## config.mk

```make
export PLATFORM = sky130hd
export DESIGN_NAME = main_controller
export DESIGN_NICKNAME = d
export VERILOG_FILES = /design/src/rtl/main_controller.sv
export SDC_FILE = /design/constraint.sdc
export NUM_CORES = 1
export LEC_CHECK = 0
export CORE_MARGIN = 10
export CORE_UTILIZATION = 42
export CTS_BUF_LIST = sky130_fd_sc_hd__clkbuf_8
export DETAILED_ROUTE_END_ITERATION = 8
export GPL_TIMING_DRIVEN = 0
export PLACE_DENSITY = 0.92
export SLEW_MARGIN = 20
export SYNTH_ARGS = -nofsm -noshare
export SYNTH_HDL_FRONTEND = slang
export SYNTH_SLANG_ARGS = --single-unit
```

## constraint.sdc

```tcl
create_clock -name clk -period 2 [get_ports clk]
set_input_delay 0.2 -clock clk [delete_from_list [all_inputs] [get_ports clk]]
set_output_delay 0.2 -clock clk [all_outputs]
set_load 0.01 [all_outputs]
```

## src/rtl/main_controller.sv

```systemverilog
// main_controller: multi-cycle RISC-V control FSM (fetch/decode/execute/memory/writeback)
// Ports:
//   clk, rst (async, active-low)
//   opcode, func3, func7 : instruction fields from IR
//   zer, neg             : ALU flags for branch resolution
//   pcen, adrsrc, memwrite, irwrite, regwrite, alusrca, alusrcb,
//   aluop, resultsrc, immsrc : datapath controls
//   halted               : illegal-instruction halt flag
// Build option: define ILLEGAL_HALT_EN to make an illegal instruction halt the core
// until reset; otherwise it runs as a 3-cycle NOP and halted stays 0.
module main_controller (
    input  logic       clk,
    input  logic       rst,
    input  logic [6:0] opcode,
    input  logic [2:0] func3,
    input  logic [6:0] func7,
    input  logic       zer,
    input  logic       neg,
    output logic       pcen,
    output logic       adrsrc,
    output logic       memwrite,
    output logic       irwrite,
    output logic       regwrite,
    output logic [1:0] alusrca,
    output logic [1:0] alusrcb,
    output logic [2:0] aluop,
    output logic [1:0] resultsrc,
    output logic [2:0] immsrc,
    output logic       halted
);
    localparam logic [6:0] OP_LW   = 7'b0000011;
    localparam logic [6:0] OP_SW   = 7'b0100011;
    localparam logic [6:0] OP_R    = 7'b0110011;
    localparam logic [6:0] OP_I    = 7'b0010011;
    localparam logic [6:0] OP_BR   = 7'b1100011;
    localparam logic [6:0] OP_JAL  = 7'b1101111;
    localparam logic [6:0] OP_JALR = 7'b1100111;
    localparam logic [6:0] OP_LUI  = 7'b0110111;

    localparam logic [2:0] ALU_ADD  = 3'b000;
    localparam logic [2:0] ALU_SUB  = 3'b001;
    localparam logic [2:0] ALU_AND  = 3'b010;
    localparam logic [2:0] ALU_OR   = 3'b011;
    localparam logic [2:0] ALU_XOR  = 3'b100;
    localparam logic [2:0] ALU_SLT  = 3'b101;
    localparam logic [2:0] ALU_SLTU = 3'b110;

    localparam logic [2:0] IMM_I = 3'b000;
    localparam logic [2:0] IMM_S = 3'b001;
    localparam logic [2:0] IMM_B = 3'b010;
    localparam logic [2:0] IMM_U = 3'b011;
    localparam logic [2:0] IMM_J = 3'b100;

    typedef enum logic [3:0] {
        FETCH, DECODE, MEMADR, MEMREAD, MEMWB, MEMWRITE, EXER, EXEI,
        ALUWB, BRANCH, JAL, JALR1, JALR2, LUI, ILLEGAL
    } state_t;

    state_t     state, next;
    logic [2:0] f3_op;
    logic       f3_ok, r_ok, b_ok, take;

    // Function-field legality is resolved in DECODE so an unsupported
    // encoding never reaches an execute state.
    always_comb begin
        f3_op = func3 == 3'b111 ? ALU_AND :
                func3 == 3'b110 ? ALU_OR :
                func3 == 3'b100 ? ALU_XOR :
                func3 == 3'b010 ? ALU_SLT :
                func3 == 3'b011 ? ALU_SLTU : ALU_ADD;
        f3_ok = func3 != 3'b001 && func3 != 3'b101;
        r_ok  = f3_ok && (func7 == 7'b0000000 || (func7 == 7'b0100000 && func3 == 3'b000));
        b_ok  = func3 == 3'b000 || func3 == 3'b001 || func3 == 3'b100 || func3 == 3'b101;
        take  = (func3 == 3'b000 && zer) || (func3 == 3'b001 && !zer) ||
                (func3 == 3'b100 && neg) || (func3 == 3'b101 && !neg);
    end

    always_ff @(posedge clk or negedge rst) begin
        if (!rst) state <= FETCH;
        else      state <= next;
    end

    always_comb begin
        next      = FETCH;
        pcen      = 1'b0;
        adrsrc    = 1'b0;
        memwrite  = 1'b0;
        irwrite   = 1'b0;
        regwrite  = 1'b0;
        alusrca   = 2'd0;
        alusrcb   = 2'd0;
        aluop     = ALU_ADD;
        resultsrc = 2'd0;
        immsrc    = IMM_I;
        halted    = 1'b0;
        // Outputs are forced to 0 for as long as reset is held.
        if (rst) begin
            case (state)
                FETCH: begin
                    irwrite   = 1'b1;
                    alusrcb   = 2'd2;
                    resultsrc = 2'd1;
                    pcen      = 1'b1;
                    next      = DECODE;
                end
                DECODE: begin
                    alusrca = 2'd1;
                    alusrcb = 2'd1;
                    immsrc  = opcode == OP_JAL ? IMM_J : IMM_B;
                    case (opcode)
                        OP_LW, OP_SW: next = MEMADR;
                        OP_R:         next = r_ok ? EXER : ILLEGAL;
                        OP_I:         next = f3_ok ? EXEI : ILLEGAL;
                        OP_BR:        next = b_ok ? BRANCH : ILLEGAL;
                        OP_JAL:       next = JAL;
                        OP_JALR:      next = JALR1;
                        OP_LUI:       next = LUI;
                        default:      next = ILLEGAL;
                    endcase
                end
                MEMADR: begin
                    alusrca = 2'd2;
                    alusrcb = 2'd1;
                    immsrc  = opcode == OP_LW ? IMM_I : IMM_S;
                    next    = opcode == OP_LW ? MEMREAD : MEMWRITE;
                end
                MEMREAD: begin
                    adrsrc = 1'b1;
                    next   = MEMWB;
                end
                MEMWB: begin
                    resultsrc = 2'd2;
                    regwrite  = 1'b1;
                end
                MEMWRITE: begin
                    adrsrc   = 1'b1;
                    memwrite = 1'b1;
                end
                EXER: begin
                    alusrca = 2'd2;
                    aluop   = func7[5] ? ALU_SUB : f3_op;
                    next    = ALUWB;
                end
                EXEI: begin
                    alusrca = 2'd2;
                    alusrcb = 2'd1;
                    aluop   = f3_op;
                    next    = ALUWB;
                end
                ALUWB: regwrite = 1'b1;
                BRANCH: begin
                    alusrca = 2'd2;
                    aluop   = ALU_SUB;
                    pcen    = take;
                end
                JAL, JALR2: begin
                    pcen    = 1'b1;
                    alusrca = 2'd1;
                    alusrcb = 2'd2;
                    next    = ALUWB;
                end
                JALR1: begin
                    alusrca = 2'd2;
                    alusrcb = 2'd1;
                    next    = JALR2;
                end
                LUI: begin
                    immsrc    = IMM_U;
                    resultsrc = 2'd3;
                    regwrite  = 1'b1;
                end
                ILLEGAL: begin
`ifdef ILLEGAL_HALT_EN
                    halted = 1'b1;
                    next   = ILLEGAL;
`else
                    next   = FETCH;
`endif
                end
                default: next = FETCH;
            endcase
        end
    end
endmodule

```

==> metrics.yaml, run 1 <==
fin_crit_sh: 0.982
place_area_um2: 1190
yosys.area.top_type: "dfrtp_1"
die_h_um: 64.0
grt_max_degree: 12
finalCriticalPeriod_ns: 1.96
ys_seq_area_frac: 0.123
yosys.cell_types.count: 42
grt_pass1_vias: 990
p_per_area_nw_per_um2: 992
synth_area_um2: 812
fmax_mhz: 509
peakVddDrop_uv: 856
antenna_found_initial: 0
cts_sinks: 4
wl_per_cell_um: 16.6
setup_viol: 0
p_leak_nw: 0.616
synthCells: 124
ant_nets: 0
syn_to_final_growth_pct: 61.2
grt_overflow_total: 0
cts_tree: "built"
synth_area_leaders: "dfrtp_1, nor2_1, nor2b_1"
power_switching_mw: 0.610
seqPwrFrac: 0.161
die_w_um: 64.0
async_flop_share: 1.00
final_core_util: 0.734
cts_made_buffers: 3
multi_input_area_um2: 714
design_area_um2: 1310
clock_latency_ns: 0.22
timing.rr.start: "state[2]$_DFF_PN0_"
drtIter0Drc: 54
core_area_um2: 1780
synth_top_flop_cell: "dfrtp_1"
diodes: 0
synth-seq-cells: 4
start_util: 0.455
status: "finished, final reports clean"
place_congestion: 0.924
htreeDepth: 1
crit_chain: "nand2b_1 > nor3_1 > clkdlybuf4s50_1"
drc_errors: 0
clockRootBuffer: "clkbuf_8"
portBuffers: 35
yosys_warnings: 0
path_clk_slew_ns: 0.03
dieArea_um2: 4090
pin_count: 39
layout-drive-gt1-share: 0.222
crit_arrival_ns: 1.76
totalWireLength_um: 3100
fin_skew_ns: 0.00694
end_kind: "output pin"
p_clk_frac: 0.133
synth_top_cell_area_share: 0.123
dp_hpwl_um: 2260
max-clock-path-buffers: 2
switching_share: 0.470
crit_fanout: 8
min_from: "rst"
synth_fp_nets: 145
fillCellCount: 143
syn_area_per_cell_um2: 6.55
worst_slack_ns: 0.0366
synth_edf_count: 0
crit_type: "register to output pin"
largestRegisters: "state (4)"
dp.cells: 184
nets: 185
crit_path_start_kind: "register"
rows: 15
cpMaxStageDelayCell: "clkdlybuf4s50_1"
top_register: "state"
critical-path-max-stage-delay_ns: 0.59
crit_path_start: "state[1]$_DFF_PN0_"
viasPerCell: 5.84
largest_reg_flops: 4
finalHoldViolations: 0
report.final.slew_viol_count: 0
combPwrFrac: 0.706
route.vias.total: 1092
crit_required_ns: 1.80
internal_power_mw: 0.688
firstDrtPassIters: 5
grt_use_total: 0.139
grt_first_pass_wirelength_um: 4770
regArea_um2: 105
fin_cells: 187
worst_hold_path_type: "input pin to register"
dp_slack_ns: -0.555
cap_violations: 0
## kinds of logic (layout without fill, tap and decap cells)
group | after synthesis | count (layout) | synth area share
AND/OR/NAND/NOR | 69 | 69 | 0.468
AO/OA/AOI/OAI | 28 | 28 | 0.236
buffers and inverters | 13 | 51 | 0.0647
multiplexers | 4 | 4 | 0.0493
flip-flops | 4 | 4 | 0.123
XOR/XNOR | 5 | 5 | 0.0539
other | 1 | 1 | 0.00462
## final cells by class
type,instances,area share
multi-input cells,107,0.546
repair buffers,37,0.257
inverters,3,0.00860
flip-flops and latches,4,0.0803
well taps,25,0.0239
clock buffers,3,0.0315
plain buffers,8,0.0526
## layout by cell type, fill, tap and decap left out, types with 5 or more instances in the layout
cell	count
clkbuf_2	6
clkbuf_8	6
clkdlybuf4s50_1	17
dlygate4sd2_1	6
nand2_1	12
nand2b_1	5
nor2_1	13
nor2b_1	8
o21ai_0	5
## power groups by stage
stage / Sequential [mW] / Clock [mW] / Combinational, mW
final: 0.209 / 0.173 / 0.916
after global routing: 0.214 / 0.181 / 0.997
after CTS: 0.192 / 0.174 / 0.860
after detailed placement: 0.135 / 0 / 0.853
after global placement: 0.132 / 0 / 0.839
after floorplan: 0.129 / 0 / 0.534
## through the flow
| stage | setup TNS (ns) | power, mW | hold slack (ns) |
|---|---|---|---|
| 2_1_floorplan | 0 | 0.663 | -0.0956 |
| 3_3_place_gp | -2.55 | 0.971 | 0.502 |
| 3_5_place_dp | -2.86 | 0.988 | 0.503 |
| 4_1_cts | 0 | 1.23 | 0.00604 |
| 5_1_grt | -0.0591 | 1.39 | 0.356 |
| 6_report | 0 | 1.30 | 0.309 |
## layer usage
metal,vias to the layer above,GRT usage,part of all wire
met5,-,0,0
met4,0,0.0410,0.017
met3,9,0.0383,0.081
met2,64,0.246,0.51
met1,500,0.158,0.40
li1,519,-,-
## worst paths after layout
path | end | slack [ns] | depth (start not counted)
worst max-delay path | memwrite | 0.04 | 3
worst min-delay path | state[0]$_DFF_PN0_ | 0.31 | 3
worst max register to register | state[2]$_DFF_PN0_ | 0.40 | 5
worst min register to register | state[0]$_DFF_PN0_ | 0.68 | 3
max in group asynchronous | state[2]$_DFF_PN0_ | 1.32 | 2
min in group asynchronous | state[1]$_DFF_PN0_ | 0.47 | 2
## cells in the mapped netlist, types with 3 or more instances
master and count:
nor2_1 15, nand2_1 12, clkbuf_1 9, nor2b_1 9
o21ai_0 6, a21oi_1 5, nand2b_1 5, and3_1 4
dfrtp_1 4, mux2i_1 4, nor3_1 4, a31oi_1 3
inv_1 3, nand3_1 3, nand3b_1 3, xor2_1 3
## worst max-delay path: cells and delay by family, from the launching register on
family	cells	cell delay (ns)
buffers and inverters	1	0.59
DFF	1	0.48
and+or+nand+nor	2	0.47
## repair_timing
item,4_1_cts,5_1_grt
hold buffers,0,1
hold endpoints to repair,0,4
endpoints found under the setup margin,16,10
setup buffers,0,1
gates resized for setup,48,19
cloned,0,0
Note: power is estimated with default switching activity, not from simulation.
==> inputs of run 2 (changes only) <==
--- a/config.mk
+++ b/config.mk
@@ -5,12 +5,13 @@
 export SDC_FILE = /design/constraint.sdc
 export NUM_CORES = 1
 export LEC_CHECK = 0
-export CORE_MARGIN = 10
-export CORE_UTILIZATION = 42
+export CORE_AREA = 10 10 47 49
 export CTS_BUF_LIST = sky130_fd_sc_hd__clkbuf_8
 export DETAILED_ROUTE_END_ITERATION = 8
+export DIE_AREA = 0 0 57 59
+export DONT_BUFFER_PORTS = 1
 export GPL_TIMING_DRIVEN = 0
-export PLACE_DENSITY = 0.92
+export PLACE_DENSITY = 0.87
 export SLEW_MARGIN = 20
 export SYNTH_ARGS = -nofsm -noshare
 export SYNTH_HDL_FRONTEND = slang
==> run 2 against run 1 <==
Clock power fell by 2%. Fmax grew 3.9%. Core utilization is 9.0 points lower. Sequential power is 34% lower. Largest power group unchanged. Clock skew decreased by 0.0047 ns. Critical endpoint is now adrsrc. Final area shrank 31%. Global-route usage is 0.68 points higher. Setup slack improved by 0.075 ns. Via count decreased by 13%.
==> metrics.yaml, run 2 (synthesis gave the netlist of run 1 again) <==
core_area_um2: 1400
viasPerCell: 6.57
die_w_um: 57
fin_skew_ns: 0.00222
layout-drive-gt1-share: 0.117
clockRootBuffer: "clkbuf_8"
clock_latency_ns: 0.22
firstDrtPassIters: 4
status: "finished, final reports clean"
ant_nets: 0
htreeDepth: 1
crit_required_ns: 1.80
syn_to_final_growth_pct: 11.1
peakVddDrop_uv: 725
tns_ns: 0
power_switching_mw: 0.516
drc_errors: 0
path_clk_slew_ns: 0.03
crit_type: "register to output pin"
crit_arrival_ns: 1.69
setup_viol: 0
p_per_area_nw_per_um2: 1120
cts_made_buffers: 3
design_area_um2: 902
end_kind: "output pin"
grt_overflow_total: 0
postCtsSetupRepairBufs: 0
cap_violations: 0
dp_hpwl_um: 1960
route.vias.total: 946
internal_power_mw: 0.498
fillCellCount: 137
rows: 14
diodes: 0
switching_share: 0.509
max-clock-path-buffers: 2
top_register: "state"
start_util: 0.579
place_congestion: 0.883
crit_path_start_kind: "register"
grt_first_pass_wirelength_um: 4110
nets: 151
worst_hold_path_type: "input pin to register"
dieArea_um2: 3360
drtIter0Drc: 35
grt_use_total: 0.146
crit_fanout: 10
largest_reg_flops: 4
combPwrFrac: 0.697
grt_setup_unrepaired: "yes"
wl_per_cell_um: 18.0
report.final.slew_viol_count: 0
portBuffers: 0
p_clk_frac: 0.167
cts_sinks: 4
finalCriticalPeriod_ns: 1.89
place_area_um2: 832
pin_count: 39
largestRegisters: "state (4)"
p_leak_nw: 0.365
final_common_cell: "nor2_1"
fin_crit_sh: 0.944
antenna_found_initial: 0
die_h_um: 59
finalHoldViolations: 0
grt_max_degree: 11
totalWireLength_um: 2590
cts_tree: "built"
grt_pass1_vias: 905
fmax_mhz: 529
seqPwrFrac: 0.135
layout_common_cells: "nor2_1, nand2_1, nor2b_1"
[run 2: changes by cell type in the layout (fill, tap and decap cells not counted), sizes merged]
cell	previous run	this run
buf	4	1
clkbuf	15	12
clkdlybuf4s15	1	0
clkdlybuf4s50	17	0
dlygate4sd2	6	0
dlymetal6s2s	4	0
[run 2: area by class of cell]
cell class,instances,area (um2),share of cell area
buffer,10,43.8,0.0485
clock buffer,3,41.3,0.0458
inverter,3,11.3,0.0125
multi-input combinational,107,676,0.749
sequential,4,100,0.111
tap,16,20.0,0.0222
timing repair buffer,1,10.0,0.0111
[run 2: worst max-delay path, stage by stage, from the launching register on]
cell and delay, ns:
dfrtp_1 0.31, clkbuf_1 0.28, clkbuf_1 0.43, xor2_1 0.19, and4b_1 0.27
[run 2: worst paths after layout]
path                                    start  cells past startpoint            endpoint  slack, ns
hold / removal                            rst                      2  state[0]$_DFF_PN0_       0.12
setup reg to reg           state[2]$_DFF_PN0_                      5  state[2]$_DFF_PN0_       0.36
min in group asynchronous                 rst                      1  state[3]$_DFF_PN0_       0.27
setup / recovery           state[1]$_DFF_PN0_                      4              adrsrc       0.11
max in group asynchronous                 rst                      1  state[2]$_DFF_PN0_       1.55
hold reg to reg            state[2]$_DFF_PN0_                      3  state[0]$_DFF_PN0_       0.72
[run 2: power groups by stage]
stage,registers (mW),clock network (mW),logic [mW]
after floorplan,0.129,0,0.534
after detailed placement,0.133,0,0.659
after CTS,0.132,0.172,0.677
after global placement,0.132,0,0.645
final,0.137,0.169,0.707
after global routing,0.143,0.178,0.775
[run 2: per-stage QoR]
| stage | total power, mW | hold slack [ns] | setup WS [ns] | cells | utilization |
|---|---|---|---|---|---|
| after global placement | 0.777 | -0.0951 | 0.179 | 140 | 0.594 |
| after CTS | 0.982 | 0.114 | 0.00816 | 144 | 0.634 |
| after detailed placement | 0.792 | -0.0952 | 0.140 | 140 | 0.594 |
| final | 1.01 | 0.123 | 0.111 | 144 | 0.644 |
| after global routing | 1.10 | 0.131 | -0.0102 | 144 | 0.644 |
| after floorplan | 0.663 | -0.0956 | 0.392 | 124 | - |
[run 2: repair_timing]
item | 4_1_cts | 5_1_grt
hold endpoints to repair | 4 | 0
hold buffers | 1 | 0
pin swaps | 0 | 0
setup endpoints to repair | 2 | 7
resized for setup | 2 | 6
[run 2: layer usage]
metal | track usage | wire length [um] | share of wire
met5 | 0 | 0 | 0
met4 | 0.0705 | 56 | 0.022
met3 | 0.0386 | 242 | 0.094
met1 | 0.160 | 985 | 0.38
met2 | 0.256 | 1300 | 0.50
